`config.mk`:
```
export PLATFORM = sky130hd
export DESIGN_NAME = downcounter_ld
export DESIGN_NICKNAME = d
export VERILOG_FILES = /design/src/rtl/downcounter_ld.sv
export SDC_FILE = /design/constraint.sdc
export NUM_CORES = 1
export LEC_CHECK = 0
export BUFFER_PORTS_ARGS = -buffer_cell sky130_fd_sc_hd__buf_2
export CAP_MARGIN = 25
export CORE_AREA = 3 3 40 42
export CTS_CLUSTER_DIAMETER = 40
export DETAILED_ROUTE_END_ITERATION = 8
export DIE_AREA = 0 0 43 45
export REMOVE_ABC_BUFFERS = 1
export SLEW_MARGIN = 20
export SYNTH_ARGS = -nofsm -noshare
export SYNTH_HDL_FRONTEND = slang
export SYNTH_SLANG_ARGS = --single-unit
```
`constraint.sdc`:
```
create_clock -name clk -period 2 [get_ports clk]
set_clock_uncertainty 0.15 [all_clocks]
set_input_delay 0 -clock clk [delete_from_list [all_inputs] [get_ports clk]]
set_output_delay 0 -clock clk [all_outputs]
set_load 0.01 [all_outputs]
```
`src/rtl/downcounter_ld.sv`:
```
// Loadable N-bit down counter with borrow pulse and IDLE/COUNT control.
// Define DOWNCOUNTER_AUTO_RELOAD_EN to reload from the reload register at terminal count.
module downcounter_ld #(
  parameter int N = 4
) (
  input  logic         clk,
  input  logic         clr,
  input  logic         ld,
  input  logic [N-1:0] ldval,
  input  logic         cnten,
  output logic [N-1:0] out,
  output logic         zero,
  output logic         bo,
  output logic         busy
);

  typedef enum logic {
    IDLE,
    COUNT
  } state_t;

  state_t       state, state_n;
  logic [N-1:0] rld, rld_n;
  logic [N-1:0] cnt_n;
  logic [N-1:0] dec;
  logic         bo_n;
  logic         term;
  logic         reload;
  logic         brw;

  // Half-subtractor chain: bit i flips when every lower bit is 0.
  always_comb begin
    brw = cnten;
    dec = out;
    for (int i = 0; i < N; i++) begin
      dec[i] = out[i] ^ brw;
      brw    = brw & ~out[i];
    end
  end

  assign term = (state == COUNT) && cnten && (out == N'(1));

`ifdef DOWNCOUNTER_AUTO_RELOAD_EN
  assign reload = term && (rld != '0);
`else
  assign reload = 1'b0;
`endif

  always_comb begin
    state_n = state;
    cnt_n   = out;
    rld_n   = rld;
    bo_n    = 1'b0;
    if (ld) begin
      cnt_n   = ldval;
      rld_n   = ldval;
      state_n = (ldval != '0) ? COUNT : IDLE;
    end else if (term) begin
      bo_n = 1'b1;
      if (reload) begin
        cnt_n = rld;
      end else begin
        cnt_n   = '0;
        state_n = IDLE;
      end
    end else if (state == COUNT) begin
      cnt_n = dec;
    end
  end

  always_ff @(posedge clk) begin
    if (clr) begin
      state <= IDLE;
      out   <= '0;
      rld   <= '0;
      bo    <= 1'b0;
    end else begin
      state <= state_n;
      out   <= cnt_n;
      rld   <= rld_n;
      bo    <= bo_n;
    end
  end

  assign zero = (out == '0);
  assign busy = (state == COUNT);

endmodule

```
==> out/metrics.yaml <==
outcome: "completed"
rows: 13
wl_per_cell_um: 11.94
async_flop_share_pct: 0
grtUsageTotal_pct: 10.23
crit_chain: "nand3_1 > nor4_4 > nor3b_2 > dlygate4sd3_1"
cts_tree: "done"
cp-end-kind: "flip-flop"
yosysMostFrequentCell: "dfxtp_1"
vias_per_cell: 4.897
setup_viol: 0
nNetsFinal: 76
maxCapViolations: 0
final.min_clock_period_ps: 1828
synth_seq_cells: 6
worstSetupStartpointType: "flip-flop"
fin_crit_sh_pct: 91.38
cts_buffers: 3
ys_types: 16
ir_drop_v: 0.0002278
gp_routability_congestion: 0.7436
n_antenna_cell: 0
place_hpwl_um: 669.5
clock_path_buffers: 2
root_buffer: "clkbuf_4"
ys_seq_area_share_pct: 32.99
path_class: "flip-flop to flip-flop"
clk_latency_ps: 240
clkTransAtPathRegs_ps: 40
yosys.area.top_type: "dfxtp_1"
leakagePower_nw: 0.2324
p_per_area_mw_per_mm2: 582.2
synth.cell_area_sq_um: 364.1
cp_slowest_cell: "dlygate4sd3_1"
fin_setup_tns_ps: 0
grt-ovfl-total: 0
die-area_sq_mm: 0.001935
synth_cells: 39
area_delta_synth_final_pct: 52.92
yosys-top-cells-area: "dfxtp_1 (33%), ha_1 (10%), nor3b_1 (8.2%), or3_1 (6.9%), nor4_4 (5.8%)"
wirelength_um: 931
synth_top_area_share_pct: 32.99
htreeDepth: 1
preCtsSetupSlack_ps: 229.3
initial_core_util_pct: 28.33
yosys_warnings: 0
die_h_um: 45
io_buffers: 14
drv_slew: 0
hp-class: "input pin to flip-flop"
ant_nets: 0
layout_setup_ws_ps: 172.5
vias: 382
synth.avg_cell_area_sq_um: 9.336
rsz0062_at_grt: "no"
clock_sinks: 6
antenna_found_initial: 0
worst_pin_slew_ps: 335.6
synth-main-ff-cell: "dfxtp_1"
worstPathArrival_ps: 1860
required_ps: 2030
worstPathMaxFanout: 7
crit_path_max_incr_delay_ps: 550
grt_pass1_wl_um: 1476
power_mw: 0.3242
hold_viol_final: 0
drive_gt1_share_pct: 34.92
drt_iter0_markers: 6
relSlewSlack_pct: 77.46
utilization_pct: 43.33
ios: 15
dr.pass1.iters: 4
synthTopCellsByCount: "dfxtp_1 (6), a21oi_1 (4), nor3b_1 (4), or3_1 (4)"
first_global_vias: 339
grt_max_degree: 12
fmax_ghz: 0.5472
synth_edf_count: 0
drc_errors: 0
chipWidth_um: 43
core_region_area_sq_mm: 0.001285
[cell usage in the layout, fill, tap and decap left out]
master	instances
nor3b_2	1
a21oi_1	4
buf_4	1
nor3b_1	4
o22ai_2	1
nand3_1	1
o32ai_1	1
inv_1	3
buf_2	14
clkbuf_4	3
nor4_4	1
nand2b_1	2
ha_1	3
dfxtp_2	1
dlygate4sd3_1	8
o22ai_1	3
or3_1	4
dfxtp_1	5
xnor2_1	1
nor4_1	2
[worst max-delay path, delay by kind of cell, from the launching register on]
family,cells,cell delay (ps)
simple gates,3,680
buf+inv,1,550
flops,1,380
[per-stage QoR]
| stage | area, sq um | cells | hold WS (ps) |
|---|---|---|---|
| floorplan | 356.6 | 37 | -81.25 |
| global placement | 445.4 | 66 | 156.4 |
| detailed placement | 445.4 | 66 | 146.8 |
| CTS | 548.0 | 77 | 41.15 |
| global route | 556.8 | 78 | 78.82 |
| finish | 556.8 | 78 | 45.07 |
[kinds of logic (layout without fill, tap and decap cells)]
| kind of cell | count (synthesis) | count (layout) | synth area share [%] |
|---|---|---|---|
| buf+inv | 5 | 29 | 5.155 |
| compound gates | 9 | 9 | 16.50 |
| flops | 6 | 6 | 32.99 |
| xor+xnor | 1 | 1 | 2.406 |
| simple gates | 15 | 15 | 32.64 |
| fa+ha+maj | 3 | 3 | 10.31 |
[power by group]
part	internal (mW)	switching (mW)
clock	0.0676	0.0400
sequential	0.129	0.0130
combinational	0.0402	0.0347
[sequential cells by signal, summed over array words and instances (netlist names)]
register  count
bo            1
out           4
busy          1
[repair_timing]
item,4_1_cts,5_1_grt
endpoints found under the setup margin,0,1
buffers inserted,0,1
gates resized for setup,0,1
hold endpoints to repair,6,0
hold buffers,8,0
[per-layer routing]
layer	track usage, %	wire, um
met5	0	0
met4	7.229	0
met3	1.594	80
met2	15.27	412
met1	13.46	438
[cell type report]
class                           count  area [sq um]
Multi-Input combinational cell     28         225.2
Tap cell                           15         18.77
Timing Repair Buffer               23         157.7
Inverter                            3         11.26
Clock buffer                        3         22.52
Sequential cell                     6         121.4
Fill cell                         121         728.2
[worst paths after layout]
kind / from / endpoint / slack, ps / cells after the start
worst max register to register: busy$_SDFFE_PP0P_ / bo$_SDFF_PP0_ / 170 / 4
worst min-delay path: cnten / out[0]$_SDFFE_PP0P_ / 50 / 4
worst max-delay path: busy$_SDFFE_PP0P_ / bo$_SDFF_PP0_ / 170 / 4
worst min register to register: out[3]$_SDFFE_PP0P_ / out[1]$_SDFFE_PP0P_ / 510 / 2
(Power assumes the default switching activity.)
